`src/rtl/galois_permute_if.sv`:
```
// Frame control, coefficient beat stream and per-lane BRAM write bundle for galois_permute.
interface galois_permute_if #(
    parameter int DATA_WIDTH    = 64,
    parameter int MODULUS_WIDTH = 35,
    parameter int LOG_N         = 12,
    parameter int LANES         = 2
);
    logic                             i_start;
    logic [LOG_N:0]                   i_galois_elt;
    logic [MODULUS_WIDTH-1:0]         i_modulus;
    logic                             i_mode;
    logic                             i_valid;
    logic [LANES*MODULUS_WIDTH-1:0]   i_data;
    logic                             o_ready;
    logic [LANES-1:0]                 o_we;
    logic [LANES*LOG_N-1:0]           o_addr;
    logic [LANES*DATA_WIDTH-1:0]      o_data;
    logic                             o_busy;
    logic                             o_done;
    logic                             o_err;

    modport master (
        output i_start, i_galois_elt, i_modulus, i_mode, i_valid, i_data,
        input  o_ready, o_we, o_addr, o_data, o_busy, o_done, o_err
    );

    modport slave (
        input  i_start, i_galois_elt, i_modulus, i_mode, i_valid, i_data,
        output o_ready, o_we, o_addr, o_data, o_busy, o_done, o_err
    );
endinterface

```
`src/rtl/galois_permute.sv`:
```
// Galois automorphism X->X^g (or identity bypass) on a coefficient stream, emitting per-lane BRAM writes.
// Accepted beat appears on o_we two cycles after its accept edge, II=1; o_ready only in RUN, other beats dropped.
module galois_permute #(
    parameter int DATA_WIDTH    = 64,
    parameter int MODULUS_WIDTH = 35,
    parameter int LOG_N         = 12,
    parameter int LANES         = 2
) (
    input  logic            clk,
    input  logic            rst_n,
    galois_permute_if.slave bus
);
    localparam int IW    = LOG_N + 1;
    localparam int BEATS = (1 << LOG_N) / LANES;
    localparam logic [LOG_N-1:0] LAST_BEAT = LOG_N'(BEATS - 1);

    typedef enum logic [1:0] {IDLE, LOAD, RUN, DRAIN} state_t;

    state_t                              state_q, state_d;
    logic                                mode_q, mode_d;
    logic [IW-1:0]                       g_q, g_d;
    logic [MODULUS_WIDTH-1:0]            q_q, q_d;
    logic [LANES-1:0][IW-1:0]            off_q, off_d;
    logic [IW-1:0]                       base_q, base_d;
    logic [LOG_N-1:0]                    beat_q, beat_d;
    logic                                drain_q, drain_d;
    logic                                err_q, err_d;

    logic                                s1_vld_q, s1_vld_d, s1_last_q, s1_last_d;
    logic [LANES-1:0][IW-1:0]            s1_idx_q, s1_idx_d;
    logic [LANES-1:0][MODULUS_WIDTH-1:0] s1_dat_q, s1_dat_d;
    logic                                s2_vld_q, s2_vld_d, s2_last_q, s2_last_d;
    logic [LANES-1:0][LOG_N-1:0]         s2_addr_q, s2_addr_d;
    logic [LANES-1:0]                    s2_neg_q, s2_neg_d;
    logic [LANES-1:0][MODULUS_WIDTH-1:0] s2_dat_q, s2_dat_d;
    logic [LANES-1:0]                    we_q, we_d;
    logic [LANES-1:0][LOG_N-1:0]         addr_q, addr_d;
    logic [LANES-1:0][DATA_WIDTH-1:0]    dat_q, dat_d;
    logic                                last_q, last_d, done_q, done_d;

    logic [LANES-1:0][MODULUS_WIDTH-1:0] in_dat;
    logic                                accept;
    logic [IW-1:0]                       j;
    logic [MODULUS_WIDTH-1:0]            neg_val;

    assign in_dat = bus.i_data;

    always_comb begin
        state_d  = state_q;
        mode_d   = mode_q;
        g_d      = g_q;
        q_d      = q_q;
        off_d    = off_q;
        base_d   = base_q;
        beat_d   = beat_q;
        drain_d  = 1'b0;
        err_d    = 1'b0;
        accept   = 1'b0;
        j        = '0;
        neg_val  = '0;

        case (state_q)
            IDLE: begin
                if (bus.i_start) begin
                    if (bus.i_mode || bus.i_galois_elt[0]) begin
                        state_d = LOAD;
                        mode_d  = bus.i_mode;
                        g_d     = bus.i_galois_elt;
                        q_d     = bus.i_modulus;
                        base_d  = '0;
                        beat_d  = '0;
                    end else begin
                        err_d = 1'b1;
                    end
                end
            end
            LOAD: begin
                // Lane offsets l*g mod 2N, so each lane only needs one add per beat.
                for (int l = 0; l < LANES; l++) begin
                    off_d[l] = IW'(l) * g_q;
                end
                state_d = RUN;
            end
            RUN: begin
                if (bus.i_valid) begin
                    accept = 1'b1;
                    base_d = base_q + IW'(LANES) * g_q;
                    beat_d = beat_q + LOG_N'(1);
                    if (beat_q == LAST_BEAT) begin
                        state_d = DRAIN;
                    end
                end
            end
            DRAIN: begin
                drain_d = ~drain_q;
                if (drain_q) begin
                    state_d = IDLE;
                end
            end
            default: state_d = IDLE;
        endcase

        // Stage 1: full index mod 2N; bypass forces the sign bit clear.
        s1_vld_d  = accept;
        s1_last_d = accept && (beat_q == LAST_BEAT);
        s1_idx_d  = s1_idx_q;
        s1_dat_d  = s1_dat_q;
        if (accept) begin
            for (int l = 0; l < LANES; l++) begin
                j           = IW'(beat_q) * IW'(LANES) + IW'(l);
                s1_idx_d[l] = mode_q ? {1'b0, j[LOG_N-1:0]} : base_q + off_q[l];
                s1_dat_d[l] = in_dat[l];
            end
        end

        // Stage 2: split index into BRAM address and X^N = -1 sign.
        s2_vld_d  = s1_vld_q;
        s2_last_d = s1_last_q;
        s2_addr_d = s2_addr_q;
        s2_neg_d  = s2_neg_q;
        s2_dat_d  = s2_dat_q;
        if (s1_vld_q) begin
            for (int l = 0; l < LANES; l++) begin
                s2_addr_d[l] = s1_idx_q[l][LOG_N-1:0];
                s2_neg_d[l]  = s1_idx_q[l][LOG_N];
                s2_dat_d[l]  = s1_dat_q[l];
            end
        end

        // Output stage: conditional negation; address/data hold while o_we is low.
        we_d   = {LANES{s2_vld_q}};
        last_d = s2_vld_q && s2_last_q;
        done_d = last_q;
        addr_d = addr_q;
        dat_d  = dat_q;
        if (s2_vld_q) begin
            for (int l = 0; l < LANES; l++) begin
                neg_val   = (s2_dat_q[l] == '0) ? '0 : q_q - s2_dat_q[l];
                addr_d[l] = s2_addr_q[l];
                dat_d[l]  = DATA_WIDTH'(s2_neg_q[l] ? neg_val : s2_dat_q[l]);
            end
        end
    end

    always_ff @(posedge clk or negedge rst_n) begin
        if (!rst_n) begin
            state_q   <= IDLE;
            mode_q    <= 1'b0;
            g_q       <= '0;
            q_q       <= '0;
            off_q     <= '0;
            base_q    <= '0;
            beat_q    <= '0;
            drain_q   <= 1'b0;
            err_q     <= 1'b0;
            s1_vld_q  <= 1'b0;
            s1_last_q <= 1'b0;
            s1_idx_q  <= '0;
            s1_dat_q  <= '0;
            s2_vld_q  <= 1'b0;
            s2_last_q <= 1'b0;
            s2_addr_q <= '0;
            s2_neg_q  <= '0;
            s2_dat_q  <= '0;
            we_q      <= '0;
            addr_q    <= '0;
            dat_q     <= '0;
            last_q    <= 1'b0;
            done_q    <= 1'b0;
        end else begin
            state_q   <= state_d;
            mode_q    <= mode_d;
            g_q       <= g_d;
            q_q       <= q_d;
            off_q     <= off_d;
            base_q    <= base_d;
            beat_q    <= beat_d;
            drain_q   <= drain_d;
            err_q     <= err_d;
            s1_vld_q  <= s1_vld_d;
            s1_last_q <= s1_last_d;
            s1_idx_q  <= s1_idx_d;
            s1_dat_q  <= s1_dat_d;
            s2_vld_q  <= s2_vld_d;
            s2_last_q <= s2_last_d;
            s2_addr_q <= s2_addr_d;
            s2_neg_q  <= s2_neg_d;
            s2_dat_q  <= s2_dat_d;
            we_q      <= we_d;
            addr_q    <= addr_d;
            dat_q     <= dat_d;
            last_q    <= last_d;
            done_q    <= done_d;
        end
    end

    assign bus.o_ready = (state_q == RUN);
    assign bus.o_busy  = (state_q != IDLE);
    assign bus.o_we    = we_q;
    assign bus.o_addr  = addr_q;
    assign bus.o_data  = dat_q;
    assign bus.o_done  = done_q;
    assign bus.o_err   = err_q;
endmodule
```
`src/flat_wrapper.sv`:
```
// flat-port wrapper written by rule: the top's interface ports become plain ports
module galois_permute_flat 
#(
    parameter int DATA_WIDTH    = 64,
    parameter int MODULUS_WIDTH = 35,
    parameter int LOG_N         = 12,
    parameter int LANES         = 2
)
  (clk, rst_n, bus_i_start, bus_i_galois_elt, bus_i_modulus, bus_i_mode, bus_i_valid, bus_i_data, bus_o_ready, bus_o_we, bus_o_addr, bus_o_data, bus_o_busy, bus_o_done, bus_o_err);
  galois_permute_if #(.DATA_WIDTH(DATA_WIDTH), .MODULUS_WIDTH(MODULUS_WIDTH), .LOG_N(LOG_N), .LANES(LANES)) bus_i ();
  input  logic clk;
  input  logic rst_n;
  input wire logic [$bits(bus_i.i_start)-1:0] bus_i_start;
  input wire logic [$bits(bus_i.i_galois_elt)-1:0] bus_i_galois_elt;
  input wire logic [$bits(bus_i.i_modulus)-1:0] bus_i_modulus;
  input wire logic [$bits(bus_i.i_mode)-1:0] bus_i_mode;
  input wire logic [$bits(bus_i.i_valid)-1:0] bus_i_valid;
  input wire logic [$bits(bus_i.i_data)-1:0] bus_i_data;
  output wire logic [$bits(bus_i.o_ready)-1:0] bus_o_ready;
  output wire logic [$bits(bus_i.o_we)-1:0] bus_o_we;
  output wire logic [$bits(bus_i.o_addr)-1:0] bus_o_addr;
  output wire logic [$bits(bus_i.o_data)-1:0] bus_o_data;
  output wire logic [$bits(bus_i.o_busy)-1:0] bus_o_busy;
  output wire logic [$bits(bus_i.o_done)-1:0] bus_o_done;
  output wire logic [$bits(bus_i.o_err)-1:0] bus_o_err;
  assign bus_i.i_start = bus_i_start;
  assign bus_i.i_galois_elt = bus_i_galois_elt;
  assign bus_i.i_modulus = bus_i_modulus;
  assign bus_i.i_mode = bus_i_mode;
  assign bus_i.i_valid = bus_i_valid;
  assign bus_i.i_data = bus_i_data;
  assign bus_o_ready = bus_i.o_ready;
  assign bus_o_we = bus_i.o_we;
  assign bus_o_addr = bus_i.o_addr;
  assign bus_o_data = bus_i.o_data;
  assign bus_o_busy = bus_i.o_busy;
  assign bus_o_done = bus_i.o_done;
  assign bus_o_err = bus_i.o_err;
  galois_permute #(.DATA_WIDTH(DATA_WIDTH), .MODULUS_WIDTH(MODULUS_WIDTH), .LOG_N(LOG_N), .LANES(LANES)) u_core (.clk(clk), .rst_n(rst_n), .bus(bus_i));
endmodule
```
`config.mk`:
```
export PLATFORM = sky130hd
export DESIGN_NAME = galois_permute_flat
export DESIGN_NICKNAME = d
export VERILOG_FILES = /design/src/rtl/galois_permute_if.sv /design/src/rtl/galois_permute.sv /design/src/flat_wrapper.sv
export SDC_FILE = /design/constraint.sdc
export NUM_CORES = 1
export LEC_CHECK = 0
export CAP_MARGIN = 20
export CORE_AREA = 2 2 227 229
export DETAILED_ROUTE_END_ITERATION = 10
export DIE_AREA = 0 0 229 231
export GPL_TIMING_DRIVEN = 0
export MAX_ROUTING_LAYER = met4
export PLACE_DENSITY = 0.67
export SLEW_MARGIN = 20
export SYNTH_ARGS = -nofsm -noshare
export SYNTH_HDL_FRONTEND = slang
export SYNTH_SLANG_ARGS = --single-unit
```
`constraint.sdc`:
```
create_clock -name clk -period 2.6 [get_ports clk]
set_input_delay 0.52 -clock clk [delete_from_list [all_inputs] [get_ports clk]]
set_output_delay 0.52 -clock clk [all_outputs]
set_load 0.01 [all_outputs]
```
==> reports/results.tsv <==
stage	metric	value	unit
synth	yosysUniqueCellTypes	71	
layout	fillers	4550	
timing	slew_headroom	31.0	%
grt	grt_overflow	0	
timing	hold_ws	0.347	ns
synth	seq_area_frac_synth	48.1	%
hold_path	min_to	u_core.s2_last_q$_DFF_PN0_	
hold_path	hold_depth	0	
placement	numPortBuffers	222	
timing	worst_pin_slew	1.03	ns
hold_path	min_path_type	reg -> reg	
worst_setup_path	r2r_end	u_core.bus.o_data[92]$_DFFE_PN0P_	
power_and_ir_drop	leakagePower	11.5	nW
timing	finalWorstSetupSlack	-0.388	ns
worst_setup_path	reg2reg_slack	-0.39	ns
placement	post-place-ws	-0.893	ns
worst_setup_path	r2r_cells	12	
clock_tree	clockRootBuffer	clkbuf_16	
power_and_ir_drop	power_density	1540	nW/µm²
clock_tree	cts_tree	yes	
worst_setup_path	r2r_start	u_core.s2_dat_q[42]$_DFFE_PN0P_	
synth	synth.area.mux_share	11.0	%
grt	grt_pass1_vias	16400	
layout	fin_nets	2557	
timing	hold_viol	0	
placement	place_inst	2893	
floorplan	core-area	50700	µm²
clock_tree	cts_max_level	2	
synth	async_flop_share	100	%
route	drt_iter0_drc	928	
placement	routabilityCongestion	0.917	
layout	drive_gt1_share	26.0	%
grt	grt_start_max_net_pins	101	
worst_setup_path	critPathRequiredTime	3.01	ns
layout	regArea	9610	µm²
clock_tree	cts_made_buffers	43	
synth	yosys.area_share.simple	10.2	%
timing	max_freq	335	MHz
floorplan	initial_core_util	39.3	%
placement	place_area	23400	µm²
worst_setup_path	setup.worst_path.class	reg -> reg	
layout	fin_util	52.5	%
run	cap_viol_max_count	0	
floorplan	placementRows	83	
synth	synth_seq_cells	383	
worst_setup_path	end_kind	flip-flop	
timing	fin_crit_sh	115	%
route	routed_wirelength	64200	µm
layout	stdcell_count	3048	
worst_setup_path	cp-start-kind	flip-flop	
layout	multi_input_area	10600	µm²
synth	synth-edff-count	0	
synth	synth_top_family_by_area	compound AO/OA/AOI/OAI gates	
route	drtPass1Iterations	5	
status	status	finished with violations	
synth	syn_inst	1930	
floorplan	die_w	229	µm
floorplan	die-area	52900	µm²
grt	antenna_found_initial	3	
floorplan	io_pins	281	
route	vias	16300	
layout	design_area	26600	µm²
timing	setup_viol	30	
timing	rsz0062_at_grt	yes	
synth	synthAdderAreaFrac	6.27	%
synth	yosys_warnings	0	
placement	dp_hpwl	47900	µm
hold_path	holdCritStartpoint	u_core.s1_last_q$_DFF_PN0_	
worst_setup_path	critPathArrivalTime	3.40	ns
status	violations	negative setup slack	
power_and_ir_drop	finalPower	41.0	mW
route	drt-wirelength-per-cell	21.1	µm
power_and_ir_drop	ir_drop	681	µV
route	route.detailed.vias_per_inst	5.34	
clock_tree	clock_sinks	383	
route	drc	0	
clock_tree	clkTransAtPathRegs	0.06	ns
timing	tns	-4.82	ns
clock_tree	clockBufferDepth	3	
synth	synth_ff_type	dfrtp_1	
route	ant_nets	0	
synth	syn_area_per_cell	10.3	µm²
clock_tree	clkLatencyLatePin	0.58	ns
synth	syn_area	19900	µm²
synth	synth_compound_area_share	14.9	%
layout	syn2layout_area_growth	33.6	%
grt	grt_pass1_wl	97100	µm
floorplan	die_y	231	µm
worst_setup_path	path_max_fanout	3	
timing	fin_crit	2.99	ns
synth	synthXorXnorAreaFrac	3.52	%
timing	maxSlewViolCount	0	
timing	finClkSkew	0.0311	ns
grt	grtUsageTotal	24.6	%
-- cells in the mapped netlist (11+ instances only) --
| library cell | instances | area, µm² |
|---|---|---|
| nor2b_1 | 15 | 93.8 |
| a31oi_1 | 14 | 87.6 |
| o21ai_0 | 157 | 786 |
| xnor2_1 | 37 | 324 |
| a21oi_1 | 123 | 616 |
| o221ai_1 | 11 | 96.3 |
| buf_4 | 60 | 450 |
| nor3_1 | 24 | 120 |
| a211oi_1 | 12 | 90.1 |
| or3_1 | 11 | 68.8 |
| dfrtp_1 | 383 | 9580 |
| inv_1 | 108 | 405 |
| mux2_2 | 183 | 2060 |
| nor4_1 | 21 | 131 |
| a22oi_1 | 40 | 300 |
| mux2i_1 | 14 | 140 |
| nand2_1 | 166 | 623 |
| ha_1 | 95 | 1190 |
| nor2_1 | 116 | 435 |
| a21o_1 | 24 | 180 |
| clkbuf_1 | 74 | 278 |
| xor2_1 | 43 | 377 |
| nand3_1 | 34 | 170 |
| a22o_1 | 11 | 96.3 |
-- layout by cell type (no fill, tap or decap), types with 58 or more instances in the layout --
master / count
clkdlybuf4s50_1: 221
inv_1: 93
nor2_1: 113
a21oi_1: 96
dfrtp_1: 364
o21ai_0: 132
ha_1: 61
conb_1: 58
clkbuf_1: 63
buf_4: 129
nand2_1: 162
mux2_2: 183
-- cell type report --
type	instances	share of cell area [%]
Antenna cell	2	0.0188
Buffer	136	2.92
Clock buffer	59	4.53
Clock inverter	16	0.607
Inverter	108	1.52
Multi-Input combinational cell	1353	39.7
Sequential cell	383	36.1
Tap cell	680	3.20
Timing Repair Buffer	311	11.4
-- state kept, by name (all words and copies together) (netlist names), 2 cells and up --
signal and count:
u_core.bus.o_data 70, u_core.s1_dat_q 70, u_core.s2_dat_q 70, u_core.q_q 35
u_core.s1_idx_q 26, u_core.bus.o_addr 24, u_core.s2_addr_q 24, u_core.g_q 13
u_core.off_q 13, u_core.base_q 12, u_core.beat_q 12, u_core.s2_neg_q 2
u_core.state_q 2
-- layer usage --
layer / wire length (µm) / track usage, % / up-vias
met2: 30900 / 39.9 / 545
met4: 2530 / 9.62 / 0
li1: - / - / 7544
met5: 0 / - / -
met1: 27200 / 31.0 / 8054
met3: 3620 / 3.73 / 120
-- repair_timing --
action | CTS | global route
pin swaps | 77 | 101
gates resized for setup | 160 | 117
endpoints found under the setup margin | 135 | 103
hold buffers | 1 | 0
buffers inserted | 55 | 35
endpoints found under the hold margin | 53 | 0
-- report_power, final --
group / switching (mW) / internal [mW]
clock: 2.55 / 3.46
combinational: 12.4 / 11.4
sequential: 2.51 / 8.71
total: 17.5 / 23.5
-- critical path, cell delays in order, from the launching register on --
cell and delay [ns]:
dfrtp_2 0.40, inv_1 0.11, ha_4 0.22, a21o_1 0.20, or3_4 0.34, o21ai_2 0.19
nand2_2 0.10, a2111o_1 0.47, buf_6 0.16, a21o_4 0.20, a21oi_2 0.12, xor2_1 0.19
o221ai_1 0.13
-- logic make-up (layout without fill, tap and decap cells) --
group / count (synthesis) / in the layout
AOI/OAI and AO/OA: 477 / 477
xor gates and xnor gates: 80 / 80
adders and majority gates: 98 / 98
buffers and inverters: 251 / 630
DFF: 383 / 383
muxes: 197 / 197
other: 1 / 60
and+or+nand+nor: 443 / 443
-- worst max path at each step --
stage	startpoint	end	slack, ns	cells after the start
after floorplan	u_core.q_q[0]$_DFFE_PN0P_	u_core.bus.o_data[98]$_DFFE_PN0P_	-0.21	12
after global placement	rst_n	u_core.bus.o_addr[9]$_DFFE_PN0P_	-15.56	1
after detailed placement	u_core.q_q[0]$_DFFE_PN0P_	u_core.bus.o_data[34]$_DFFE_PN0P_	-0.89	12
after CTS	u_core.q_q[0]$_DFFE_PN0P_	u_core.bus.o_data[92]$_DFFE_PN0P_	-0.50	13
after global routing	u_core.q_q[0]$_DFFE_PN0P_	u_core.bus.o_data[96]$_DFFE_PN0P_	-0.54	13
final	u_core.s2_dat_q[42]$_DFFE_PN0P_	u_core.bus.o_data[92]$_DFFE_PN0P_	-0.39	12
Note: power is estimated with default switching activity, not from simulation.
